[src/rtl/aes_pkg.sv]
// Shared constants and types for the AES output serializer slice.
// AES_BLOCK_W     : width of one AES ciphertext block.
// AES_WORD_W      : default width of one serialized output word.
// WORDS_PER_BLOCK : number of output words in one block at the default width.
// ser_state_t     : serializer FSM states.
package aes_pkg;

  localparam int unsigned AES_BLOCK_W     = 128;
  localparam int unsigned AES_WORD_W      = 32;
  localparam int unsigned WORDS_PER_BLOCK = AES_BLOCK_W / AES_WORD_W;

  typedef enum logic {
    IDLE = 1'b0,
    SEND = 1'b1
  } ser_state_t;

endpackage

[src/rtl/aes_block_fifo.sv]
// Synchronous FIFO that holds whole ciphertext blocks.
// i_clk/i_rst : clock, asynchronous active-high reset (pointers only)
// i_wr_en     : push i_wr_data; ignored when full, unless a read happens in the same cycle
// i_rd_en     : pop the head; ignored when empty
// o_rd_data   : current head entry, readable before the pop edge
// o_full      : DEPTH entries stored
// o_empty     : no entries stored
module aes_block_fifo #(
  parameter int unsigned DATA_W = 128,
  parameter int unsigned DEPTH  = 2
) (
  input  logic              i_clk,
  input  logic              i_rst,
  input  logic              i_wr_en,
  input  logic [DATA_W-1:0] i_wr_data,
  input  logic              i_rd_en,
  output logic [DATA_W-1:0] o_rd_data,
  output logic              o_full,
  output logic              o_empty
);

  localparam int unsigned AW = $clog2(DEPTH);

  // One extra pointer bit tells a full FIFO apart from an empty one.
  logic [AW:0]       r_wr_ptr;
  logic [AW:0]       r_rd_ptr;
  logic [DATA_W-1:0] r_mem [DEPTH];

  logic w_do_rd;
  logic w_do_wr;

  assign o_empty   = (r_wr_ptr == r_rd_ptr);
  assign o_full    = (r_wr_ptr[AW] != r_rd_ptr[AW]) &&
                     (r_wr_ptr[AW-1:0] == r_rd_ptr[AW-1:0]);
  assign w_do_rd   = i_rd_en & ~o_empty;
  // A pop in the same cycle frees the slot that the write then fills.
  assign w_do_wr   = i_wr_en & (~o_full | w_do_rd);
  assign o_rd_data = r_mem[r_rd_ptr[AW-1:0]];

  always_ff @(posedge i_clk) begin
    if (w_do_wr) begin
      r_mem[r_wr_ptr[AW-1:0]] <= i_wr_data;
    end
  end

  always_ff @(posedge i_clk or posedge i_rst) begin
    if (i_rst) begin
      r_wr_ptr <= '0;
      r_rd_ptr <= '0;
    end else begin
      if (w_do_wr) r_wr_ptr <= r_wr_ptr + 1'b1;
      if (w_do_rd) r_rd_ptr <= r_rd_ptr + 1'b1;
    end
  end

endmodule

[src/rtl/aes_out_serializer.sv]
// Downstream stage of AES_top: captures each ciphertext block on the rising
// edge of AES_data_out_valid, buffers blocks in a small FIFO and emits them
// MSB word first on a valid/ready stream.
// AES_clk, AES_rst        : clock, asynchronous active-high reset
// AES_data_out(_valid)    : ciphertext block and its level valid from AES_top
// ser_word_out, ser_valid : output word and its valid
// ser_ready               : consumer ready; handshake = ser_valid & ser_ready
// ser_last                : final word of a block
// fifo_full               : FIFO holds FIFO_DEPTH blocks
// overflow, ovf_clr       : sticky dropped-block flag and its synchronous clear
module aes_out_serializer
  import aes_pkg::*;
#(
  parameter int unsigned DATA_W     = AES_BLOCK_W,
  parameter int unsigned WORD_W     = AES_WORD_W,
  parameter int unsigned FIFO_DEPTH = 2
) (
  input  logic              AES_clk,
  input  logic              AES_rst,
  input  logic [DATA_W-1:0] AES_data_out,
  input  logic              AES_data_out_valid,
  output logic [WORD_W-1:0] ser_word_out,
  output logic              ser_valid,
  input  logic              ser_ready,
  output logic              ser_last,
  output logic              fifo_full,
  output logic              overflow,
  input  logic              ovf_clr
);

  localparam int unsigned     WORDS    = DATA_W / WORD_W;
  localparam int unsigned     CNT_W    = (WORDS > 1) ? $clog2(WORDS) : 1;
  localparam logic [CNT_W-1:0] LAST_CNT = CNT_W'(WORDS - 1);
  localparam logic             ONE_WORD = (WORDS == 1);

  ser_state_t        r_state;
  logic [DATA_W-1:0] r_shreg;
  logic [CNT_W-1:0]  r_cnt;
  logic              r_valid;
  logic              r_last;
  logic              r_valid_d;
  logic              r_ovf;

  logic              w_rise;
  logic              w_hs;
  logic              w_pop;
  logic              w_wr_en;
  logic              w_fifo_full;
  logic              w_fifo_empty;
  logic [DATA_W-1:0] w_head;

  // valid_d resets high so a level already asserted through reset is ignored.
  assign w_rise  = AES_data_out_valid & ~r_valid_d;
  assign w_hs    = r_valid & ser_ready;
  // Pop when idle, or on the final handshake so the next block follows with no bubble.
  assign w_pop   = ~w_fifo_empty & ((r_state == IDLE) | (w_hs & r_last));
  assign w_wr_en = w_rise & (~w_fifo_full | w_pop);

  aes_block_fifo #(
    .DATA_W (DATA_W),
    .DEPTH  (FIFO_DEPTH)
  ) u_fifo (
    .i_clk     (AES_clk),
    .i_rst     (AES_rst),
    .i_wr_en   (w_wr_en),
    .i_wr_data (AES_data_out),
    .i_rd_en   (w_pop),
    .o_rd_data (w_head),
    .o_full    (w_fifo_full),
    .o_empty   (w_fifo_empty)
  );

  always_ff @(posedge AES_clk or posedge AES_rst) begin
    if (AES_rst) begin
      r_valid_d <= 1'b1;
      r_ovf     <= 1'b0;
    end else begin
      r_valid_d <= AES_data_out_valid;
      // A drop in the same cycle as a clear keeps the flag set.
      if (w_rise & w_fifo_full & ~w_pop) r_ovf <= 1'b1;
      else if (ovf_clr)                  r_ovf <= 1'b0;
    end
  end

  always_ff @(posedge AES_clk or posedge AES_rst) begin
    if (AES_rst) begin
      r_state <= IDLE;
      r_shreg <= '0;
      r_cnt   <= '0;
      r_valid <= 1'b0;
      r_last  <= 1'b0;
    end else begin
      case (r_state)
        IDLE: begin
          if (w_pop) begin
            r_state <= SEND;
            r_shreg <= w_head;
            r_cnt   <= '0;
            r_valid <= 1'b1;
            r_last  <= ONE_WORD;
          end
        end
        SEND: begin
          if (w_hs) begin
            if (r_last) begin
              if (w_pop) begin
                r_shreg <= w_head;
                r_cnt   <= '0;
                r_last  <= ONE_WORD;
              end else begin
                r_state <= IDLE;
                r_shreg <= r_shreg << WORD_W;
                r_cnt   <= '0;
                r_valid <= 1'b0;
                r_last  <= 1'b0;
              end
            end else begin
              r_shreg <= r_shreg << WORD_W;
              r_cnt   <= r_cnt + 1'b1;
              r_last  <= ((r_cnt + 1'b1) == LAST_CNT);
            end
          end
        end
        default: r_state <= IDLE;
      endcase
    end
  end

  assign ser_word_out = r_shreg[DATA_W-1 -: WORD_W];
  assign ser_valid    = r_valid;
  assign ser_last     = r_last;
  assign fifo_full    = w_fifo_full;
  assign overflow     = r_ovf;

endmodule
[config.mk]
export PLATFORM = sky130hd
export DESIGN_NAME = aes_out_serializer
export DESIGN_NICKNAME = d
export VERILOG_FILES = /design/src/rtl/aes_pkg.sv /design/src/rtl/aes_block_fifo.sv /design/src/rtl/aes_out_serializer.sv
export SDC_FILE = /design/constraint.sdc
export NUM_CORES = 1
export LEC_CHECK = 0
export CORE_ASPECT_RATIO = 0.8
export CORE_UTILIZATION = 56
export DETAILED_ROUTE_END_ITERATION = 6
export PLACE_DENSITY = 0.81
export SLEW_MARGIN = 25
export SYNTH_ARGS = -nofsm -noshare
export SYNTH_HDL_FRONTEND = slang
export SYNTH_SLANG_ARGS = --single-unit
export TNS_END_PERCENT = 100
[constraint.sdc]
create_clock -name AES_clk -period 10.65 [get_ports AES_clk]
set_clock_uncertainty 0.15 [all_clocks]
set_input_delay 2.13 -clock AES_clk [delete_from_list [all_inputs] [get_ports AES_clk]]
set_output_delay 2.13 -clock AES_clk [all_outputs]
set_load 0.01 [all_outputs]
==> results of run 1 <==
cell type report:
cell class	instances	share of cell area, %
clock buffer	50	6.034
clock inverter	19	1.059
inverter	4	0.1066
multi-input combinational	612	21.44
sequential	395	59.46
tap	364	2.424
timing repair buffer	181	9.471
kinds of logic (layout without fill, tap and decap cells):
family / count (synthesis) / in the layout
flops: 395 / 395
compound gates: 330 / 330
simple gates: 145 / 145
mux: 128 / 128
buf+inv: 122 / 254
xor+xnor: 8 / 8
fa+ha+maj: 1 / 1
critical path: stages:
cell             delay, ns
clkdlybuf4s50_1       0.49
a21boi_0              0.30
a31o_4                0.46
buf_4                 0.72
buf_4                 0.91
a31o_1                0.20
o21ai_1               0.08
sequential cells by signal, indices dropped and copies added, names as in the netlist:
name and count:
u_fifo.r_mem 256, u_fifo.r_rd_ptr 2, ser_last 1, overflow 1, ser_valid 1, r_shreg 128, r_state 1, u_fifo.r_wr_ptr 2
r_cnt 2, r_valid_d 1
power groups by stage:
stage | combinational [mW] | sequential (mW) | clock [mW]
floorplan | 0.211 | 1.86 | 0
global placement | 0.336 | 1.84 | 0
detailed placement | 0.344 | 1.85 | 0
CTS | 0.346 | 1.82 | 1.43
global route | 0.371 | 1.83 | 1.49
finish | 0.344 | 1.82 | 1.41
Yosys cell counts (2+ instances only):
library cell / number / area (um2)
nand2_1: 132 / 495.5
xnor2_2: 2 / 32.53
edfxtp_1: 256 / 7687
nor2_1: 3 / 11.26
a21oi_1: 97 / 485.5
buf_2: 41 / 205.2
nand2b_1: 3 / 18.77
xor2_1: 5 / 43.79
a31o_1: 89 / 779.5
o21ai_1: 88 / 440.4
mux2i_1: 128 / 1281
nand3_1: 3 / 15.01
buf_1: 4 / 15.01
buf_6: 10 / 112.6
buf_4: 32 / 240.2
o21ai_0: 41 / 205.2
a31o_2: 8 / 70.07
dfrtp_1: 138 / 3453
clkbuf_1: 31 / 116.4
inv_1: 4 / 15.01
through the flow:
stage                     hold slack [ns]  util [%]
after global routing               0.3588     68.15
after floorplan                    0.3006         -
after global placement             0.3131     63.31
final                              0.3329     68.15
after detailed placement           0.3225     63.31
after CTS                          0.3373     68.15
cells in the final DEF, fill, tap and decap left out, drive strengths merged, types with 3 or more instances in the layout:
master	instances
edfxtp	256
clkdlybuf4s50	168
dfrtp	138
nand2	132
o21ai	129
mux2i	128
a21oi	97
a31o	97
clkbuf	50
buf	13
clkinv	13
xor2	5
inv	5
bufinv	4
nand2b	3
nor2	3
nand3	3
xnor2	3
final timing paths:
kind / start / to / slack (ns) / depth (start not counted)
worst max-delay path: ser_ready / r_shreg[59] / 5.53 / 7
max in group asynchronous: AES_rst / u_fifo.r_rd_ptr[0] / 6.94 / 3
worst min-delay path: r_shreg[112] / r_shreg[112] / 0.33 / 2
min in group asynchronous: AES_rst / r_shreg[117] / 1.95 / 2
worst min register to register: r_shreg[112] / r_shreg[112] / 0.33 / 2
worst max register to register: u_fifo.r_rd_ptr[0] / r_shreg[59] / 6.57 / 6
per-layer routing:
| metal | share of wire [%] | wire, um | global-route usage [%] |
|---|---|---|---|
| met5 | 0 | 0 | 0 |
| met2 | 47 | 16140 | 36.76 |
| met3 | 7.9 | 2705 | 4.883 |
| met4 | 2.7 | 925 | 7.565 |
| met1 | 42 | 14420 | 33.76 |
==> impl_metrics.py, run 1 <==
metrics = {
    "status": {
        "status": "finished, final reports clean",
    },
    "yosys": {
        "synth_edf_count": 256,
        "synthMuxAreaShare_pct": 8.081,
        "synth-main-ff-cell": "edfxtp_1",
        "yosys.cell_types.count": 34,
        "synth_top_family_by_area": "compound AO/OA/AOI/OAI gates",
        "synth_xor_area_share_pct": 0.5367,
        "avgSynthCellArea_um2": 14.04,
        "netlist_instances": 1129,
        "syn_nets": 1263,
        "syn_area_um2": 15850,
        "synth_compound_area_share_pct": 12.86,
        "ys_warn_count": 0,
        "synth_seq_cells": 395,
        "ys_seq_area_share_pct": 70.44,
        "synthSimpleGateAreaFrac_pct": 3.567,
        "synthAdderAreaFrac_pct": 0.07892,
        "synth_async_sr_flop_share_pct": 35.19,
    },
    "floorplanning": {
        "die_x_um": 190.1,
        "core_area_um2": 27570,
        "start_util_pct": 57.51,
        "die_h_um": 152.5,
        "dieArea_um2": 28990,
        "ios": 169,
        "rows": 54,
    },
    "global_route": {
        "antenna_found_initial": 0,
        "grt_overflow_total": 0,
        "grt_max_degree": 105,
        "grt_usage_pct": 23.67,
        "grt_pass1_wl_mm": 52.35,
        "grt_pass1_vias": 9438,
    },
    "finish": {
        "final_area_um2": 18790,
        "syn_to_final_growth_pct": 18.49,
        "fillCellCount": 1929,
        "final_nets": 1366,
        "antennaDiodeCount": 0,
        "drive_above_1_share_pct": 7.375,
        "final-seq-area_um2": 11170,
        "final_cells": 1625,
        "multiInputGateArea_um2": 4028,
    },
    "timing": {
        "setup-tns-final_ns": 0,
        "drv_slew": 0,
        "post-route-period-util_pct": 48.12,
        "relSlewSlack_pct": 30.45,
        "setup_slack_ns": 5.525,
        "timing.fmax_mhz": 195.1,
        "worst_slew_pin_slew_ns": 1.043,
        "final-hold-violation-count": 0,
        "rsz0062_at_grt": "no",
        "setup_viol": 0,
        "period_needed_ns": 5.125,
    },
    "detailed_routing": {
        "routed_via_density": 5.897,
        "drt-wirelength-per-cell_um": 21.04,
        "num_vias": 9583,
        "drc": 0,
        "antenna_left": 0,
        "firstDrtPassIters": 6,
        "drt-total-wl_mm": 34.20,
        "first_iter_violations": 935,
    },
    "power": {
        "pwr-share-clk_pct": 39.4,
        "switching_share_pct": 23.76,
        "powerDensity_nw_per_um2": 190.0,
        "p_leak_nw": 6.454,
        "total_power_mw": 3.570,
        "seqPwrFrac_pct": 50.9,
        "combPwrFrac_pct": 9.6,
        "p_int_mw": 2.722,
        "switchingPower_uw": 848.1,
        "vdd.ir_drop.worst_uv": 114.3,
    },
    "clocking": {
        "cts_buffers": 38,
        "ctsResizeCount": 0,
        "holdBufCountCts": 0,
        "clock_sinks": 395,
        "cts_max_path_buffers": 3,
        "clk_pin_slew_ns": 0.06,
        "cts_tree": "built",
        "insertion_delay_ns": 0.52,
        "post_cts_buffers": 0,
        "root_buffer": "clkbuf_16",
        "cts_max_level": 2,
    },
    "worst_setup_path": {
        "critical_path_required_ns": 10.89,
        "cp-start-kind": "input port",
        "worstPathMaxFanout": 104,
        "worstPathArrival_ns": 5.36,
        "criticalPathCategory": "in2reg",
        "cp-end-kind": "register",
    },
    "placement": {
        "hpwl_mm": 21.37,
        "placed_cell_area_um2": 17450,
        "place_congestion": 0.7757,
        "post-place-ws_ns": 5.066,
        "port_buffers": 168,
        "dp.cells": 1556,
    },
    "worst_hold_path": {
        "min_path_type": "reg2reg",
    },
    "job": {
        "drv_cap": 0,
    },
}
Power figures use the tool's default switching activity.
==> run 2: changes to the inputs <==
--- a/config.mk
+++ b/config.mk
@@ -6,9 +6,9 @@
 export NUM_CORES = 1
 export LEC_CHECK = 0
 export CORE_ASPECT_RATIO = 0.8
-export CORE_UTILIZATION = 56
+export CORE_UTILIZATION = 51
 export DETAILED_ROUTE_END_ITERATION = 6
-export PLACE_DENSITY = 0.81
+export PLACE_DENSITY = 0.78
 export SLEW_MARGIN = 25
 export SYNTH_ARGS = -nofsm -noshare
 export SYNTH_HDL_FRONTEND = slang
==> constraint.sdc (replaced) <==
create_clock -name AES_clk -period 4.5 [get_ports AES_clk]
set_clock_uncertainty 0.15 [all_clocks]
set_input_delay 0.9 -clock AES_clk [delete_from_list [all_inputs] [get_ports AES_clk]]
set_output_delay 0.9 -clock AES_clk [all_outputs]
set_load 0.01 [all_outputs]
==> impl_metrics.py, run 2 (synthesis gave the netlist of run 1 again) <==
metrics = {
    "status": {
        "status": "finished, final reports clean",
    },
    "clocking": {
        "clk_pin_slew_ns": 0.06,
        "cts_tree": "built",
        "holdBufCountCts": 0,
        "cts_buffers": 39,
        "root_buffer": "clkbuf_16",
        "ctsResizeCount": 0,
        "cts_max_path_buffers": 3,
        "insertion_delay_ns": 0.52,
        "post_cts_buffers": 0,
        "clock_sinks": 395,
        "cts_max_level": 2,
    },
    "timing": {
        "setup_slack_ns": 1.426,
        "setup_viol": 0,
        "setup-tns-final_ns": 0,
        "final-hold-violation-count": 0,
        "worst_slew_pin_slew_ns": 0.9641,
        "post-route-period-util_pct": 68.31,
        "drv_slew": 0,
        "period_needed_ns": 3.074,
        "relSlewSlack_pct": 35.72,
        "timing.fmax_mhz": 325.3,
        "rsz0062_at_grt": "no",
    },
    "power": {
        "powerDensity_nw_per_um2": 434.6,
        "switching_share_pct": 24.40,
        "combPwrFrac_pct": 10.6,
        "p_int_mw": 6.216,
        "vdd.ir_drop.worst_uv": 232.9,
        "pwr-share-clk_pct": 37.1,
        "switchingPower_mw": 2.006,
        "seqPwrFrac_pct": 52.2,
        "p_leak_nw": 6.469,
    },
    "finish": {
        "syn_to_final_growth_pct": 19.32,
        "final_nets": 1375,
        "layout_common_cells": "256 x edfxtp_1, 168 x clkdlybuf4s50_1, 137 x dfrtp_1",
        "final_area_um2": 18920,
        "largest_register_ffs": 256,
        "drive_above_1_share_pct": 7.474,
        "fillCellCount": 2264,
        "layout_commonest_cell": "edfxtp_1",
    },
    "worst_setup_path": {
        "slowest_stage": "dfrtp_4",
        "cp-end-kind": "output port",
        "critical_path_required_ns": 3.45,
        "cp-start-kind": "register",
        "cpLargestDelayFamily": "flip-flops",
        "cp_cell_sequence": "xor2_1, nor2_1, clkdlybuf4s50_1",
        "worstPathMaxFanout": 13,
        "worstPathArrival_ns": 2.02,
        "crit_buf_inv": 1,
        "max_stage_delay_ns": 0.60,
        "criticalPathCategory": "reg2out",
    },
    "detailed_routing": {
        "first_iter_violations": 806,
        "firstDrtPassIters": 5,
        "routed_via_density": 5.602,
        "drt-wirelength-per-cell_um": 20.66,
        "num_vias": 9445,
        "drt-total-wl_mm": 34.84,
        "drc": 0,
        "antenna_left": 0,
    },
    "floorplanning": {
        "rows": 57,
        "dieArea_um2": 31800,
        "die_h_um": 159.7,
        "start_util_pct": 52.06,
        "ios": 169,
        "die_x_um": 199.1,
        "core_area_um2": 30450,
    },
    "global_route": {
        "grt_max_degree": 140,
        "grt_overflow_total": 0,
        "grt_pass1_vias": 9423,
        "grt_pass1_wl_mm": 53.43,
        "antenna_found_initial": 0,
        "grt_usage_pct": 22.19,
    },
    "placement": {
        "place_congestion": 0.8038,
        "placed_cell_area_um2": 17710,
        "hpwl_mm": 22.21,
        "port_buffers": 168,
        "post-place-ws_ns": 1.010,
    },
    "worst_hold_path": {
        "min_path_type": "reg2reg",
    },
    "job": {
        "drv_cap": 0,
    },
}
run 2: cell count changes in the layout (fill, tap and decap cells not counted), sizes merged:
| cell | change |
|---|---|
| clkinv | -1 |
| clkbuf | +8 |
| bufinv | -4 |
| inv | -1 |
| diode | +2 |
| buf | +8 |
run 2: path summary, 6_finish.rpt:
path / from / end / slack, ns / depth (start not counted)
worst min register to register: r_shreg[112] / r_shreg[112] / 0.33 / 2
max in group asynchronous: AES_rst / r_shreg[85] / 2.76 / 3
worst min-delay path: r_shreg[112] / r_shreg[112] / 0.33 / 2
worst max register to register: u_fifo.r_rd_ptr[0] / r_shreg[67] / 1.64 / 5
min in group asynchronous: AES_rst / r_shreg[120] / 0.74 / 3
worst max-delay path: u_fifo.r_rd_ptr[0] / fifo_full / 1.43 / 3
run 2: routing by layer:
metal	wire [um]	global-route usage, %	share of wire [%]	vias up
met5	0	0	0	-
met4	762	5.734	2.2	0
met3	2172	3.126	6.2	56
met2	16470	34.23	47	287
met1	15430	33.30	44	4700
li1	-	-	-	4402
run 2: worst min-delay path: cells and delay by family, from the launching register on:
family             cells  cell delay, ns
AOI/OAI and AO/OA      1            0.06
DFF                    1            0.34
and+or+nand+nor        1            0.04
run 2: stage by stage:
step	power [mW]	util [%]	instances	hold slack, ns
after global routing	8.511	62.10	1684	0.3525
after detailed placement	5.249	58.16	1613	0.3213
after global placement	5.214	58.16	1613	0.3129
after CTS	8.278	62.10	1684	0.3348
after floorplan	4.871	-	1129	0.3006
final	8.222	62.12	1686	0.3268
run 2: layout make-up:
class                      instances  area, um2  area share, %
clock buffer                      58       1130          5.973
tap                              413      516.7          2.732
sequential                       395      11170          59.05
antenna                            2      5.005        0.02646
clock inverter                    13      71.32         0.3770
timing repair buffer             189       1977          10.45
inverter                           4      18.77        0.09921
multi-input combinational        612       4028          21.29
run 2: power by group through the flow:
stage	Combinational (mW)	Sequential, mW	Clock, mW
2_1_floorplan	0.502	4.37	0
3_3_place_gp	0.861	4.35	0
3_5_place_dp	0.880	4.37	0
4_1_cts	0.883	4.30	3.10
5_1_grt	0.946	4.32	3.25
6_report	0.874	4.30	3.05
==> run 3: changes to the inputs <==
--- a/config.mk
+++ b/config.mk
@@ -6,9 +6,9 @@
 export NUM_CORES = 1
 export LEC_CHECK = 0
 export CORE_ASPECT_RATIO = 0.8
-export CORE_UTILIZATION = 51
+export CORE_UTILIZATION = 56
 export DETAILED_ROUTE_END_ITERATION = 6
-export PLACE_DENSITY = 0.78
+export PLACE_DENSITY = 0.81
 export SLEW_MARGIN = 25
 export SYNTH_ARGS = -nofsm -noshare
 export SYNTH_HDL_FRONTEND = slang
==> constraint.sdc (replaced) <==
create_clock -name AES_clk -period 2.9 [get_ports AES_clk]
set_clock_uncertainty 0.15 [all_clocks]
set_input_delay 0.58 -clock AES_clk [delete_from_list [all_inputs] [get_ports AES_clk]]
set_output_delay 0.58 -clock AES_clk [all_outputs]
set_load 0.01 [all_outputs]
==> impl_metrics.py, run 3 (synthesis gave the netlist of run 1 again) <==
metrics = {
    "detailed_routing": {
        "firstDrtPassIters": 5,
        "drt-total-wl_mm": 34.22,
        "num_vias": 9577,
        "first_iter_violations": 936,
        "drc": 0,
        "routed_via_density": 5.811,
        "antenna_left": 0,
        "drt-wirelength-per-cell_um": 20.76,
    },
    "timing": {
        "setup_viol": 0,
        "post-route-period-util_pct": 92.10,
        "relSlewSlack_pct": 33.11,
        "rsz0062_at_grt": "no",
        "timing.fmax_mhz": 374.4,
        "period_needed_ns": 2.671,
        "worst_slew_pin_slew_ns": 1.003,
        "whs_ns": 0.3316,
        "setup_slack_ns": 0.2292,
        "final-hold-violation-count": 0,
        "drv_slew": 0,
    },
    "power": {
        "powerDensity_nw_per_um2": 661.9,
        "vdd.ir_drop.worst_uv": 584.3,
        "p_leak_nw": 6.578,
    },
    "worst_setup_path": {
        "cp-start-kind": "register",
        "slowest_stage": "clkdlybuf4s50_1",
        "criticalPathCategory": "reg2out",
        "worstPathMaxFanout": 6,
        "cp-end-kind": "output port",
        "max_stage_delay_ns": 0.49,
        "cp_cell_sequence": "xnor2_2, nor2_1, clkdlybuf4s50_1",
        "worstPathArrival_ns": 1.94,
        "critical_path_required_ns": 2.17,
    },
    "floorplanning": {
        "dieArea_um2": 28990,
        "start_util_pct": 57.51,
        "die_h_um": 152.5,
        "die_x_um": 190.1,
        "rows": 54,
        "ios": 169,
        "core_area_um2": 27570,
    },
    "global_route": {
        "grt_pass1_vias": 9528,
        "grt_max_degree": 131,
        "grt_overflow_total": 0,
        "antenna_found_initial": 1,
        "grt_pass1_wl_mm": 52.85,
        "grt_usage_pct": 23.88,
    },
    "placement": {
        "place_congestion": 0.8185,
        "hpwl_mm": 22.28,
        "dp.cells": 1578,
        "post-place-ws_ns": 0.1654,
        "port_buffers": 168,
    },
    "finish": {
        "final_nets": 1388,
        "syn_to_final_growth_pct": 20.62,
        "layout_commonest_cell": "edfxtp_1",
        "layout_common_cells": "256 x edfxtp_1, 168 x clkdlybuf4s50_1, 137 x dfrtp_1",
        "postLayoutCoreUtil_pct": 69.37,
        "drive_above_1_share_pct": 8.496,
        "largest_register_ffs": 256,
        "final_cells": 1648,
        "fillCellCount": 1837,
    },
    "clocking": {
        "cts_tree": "built",
        "post_cts_buffers": 0,
        "ctsResizeCount": 0,
        "cts_max_path_buffers": 3,
        "cts_buffers": 38,
        "insertion_delay_ns": 0.52,
        "holdBufCountCts": 0,
        "clock_sinks": 395,
        "clk_pin_slew_ns": 0.06,
        "cts_max_level": 2,
        "root_buffer": "clkbuf_16",
    },
    "status": {
        "status": "finished, final reports clean",
    },
    "worst_hold_path": {
        "min_path_type": "reg2reg",
    },
    "job": {
        "drv_cap": 0,
    },
}
==> run 3: per-layer routing <==
metal / part of all wire, % / vias to the layer above / routed length (um) / global-route usage (%)
li1: - / 4428 / - / -
met1: 44 / 4754 / 14920 / 34.95
met2: 47 / 338 / 16240 / 37.10
met3: 6.7 / 57 / 2308 / 4.192
met4: 2.2 / 0 / 749 / 6.567
met5: 0 / - / 0 / 0
==> run 3: worst max-delay path, delay by kind of cell (launching register included) <==
kind,cells,cell delay (ns)
flip-flops,1,0.45
AND/OR/NAND/NOR,1,0.11
buffers and inverters,1,0.49
XOR/XNOR,1,0.39
==> run 3: path summary, 6_finish.rpt <==
| kind | from | endpoint | slack, ns | cells past startpoint |
|---|---|---|---|---|
| setup / recovery | u_fifo.r_rd_ptr[1] | fifo_full | 0.23 | 3 |
| hold / removal | r_shreg[19] | r_shreg[19] | 0.33 | 2 |
| setup reg to reg | u_fifo.r_rd_ptr[0] | r_shreg[102] | 0.64 | 5 |
| hold reg to reg | r_shreg[19] | r_shreg[19] | 0.33 | 2 |
| max in group asynchronous | AES_rst | r_shreg[18] | 1.79 | 3 |
| min in group asynchronous | AES_rst | u_fifo.r_wr_ptr[1] | 0.40 | 3 |
==> run 3: stage by stage <==
stage          setup TNS [ns]  area [um2]  total power [mW]
2_1_floorplan          -89.31       15890             7.562
3_3_place_gp                0       17940             8.070
3_5_place_dp                0       17940             8.124
4_1_cts                     0       19120             12.74
5_1_grt                     0       19120             13.11
6_report                    0       19120             12.66
==> run 3: area by class of cell <==
type | instances | area [um2] | share of cell area, %
flip-flops and latches | 395 | 11170 | 58.41
multi-input cells | 612 | 4055 | 21.21
repair buffers | 203 | 2245 | 11.74
clock buffers | 56 | 1080 | 5.646
well taps | 364 | 455.4 | 2.382
clock inverters | 13 | 96.34 | 0.5038
inverters | 4 | 18.77 | 0.09814
diodes | 1 | 2.502 | 0.01309
==> run 3: where the power goes <==
group / switching, mW / internal, mW
Clock: 1.97 / 2.68
Combinational: 0.944 / 0.402
Sequential: 0.123 / 6.54
Total: 3.04 / 9.62
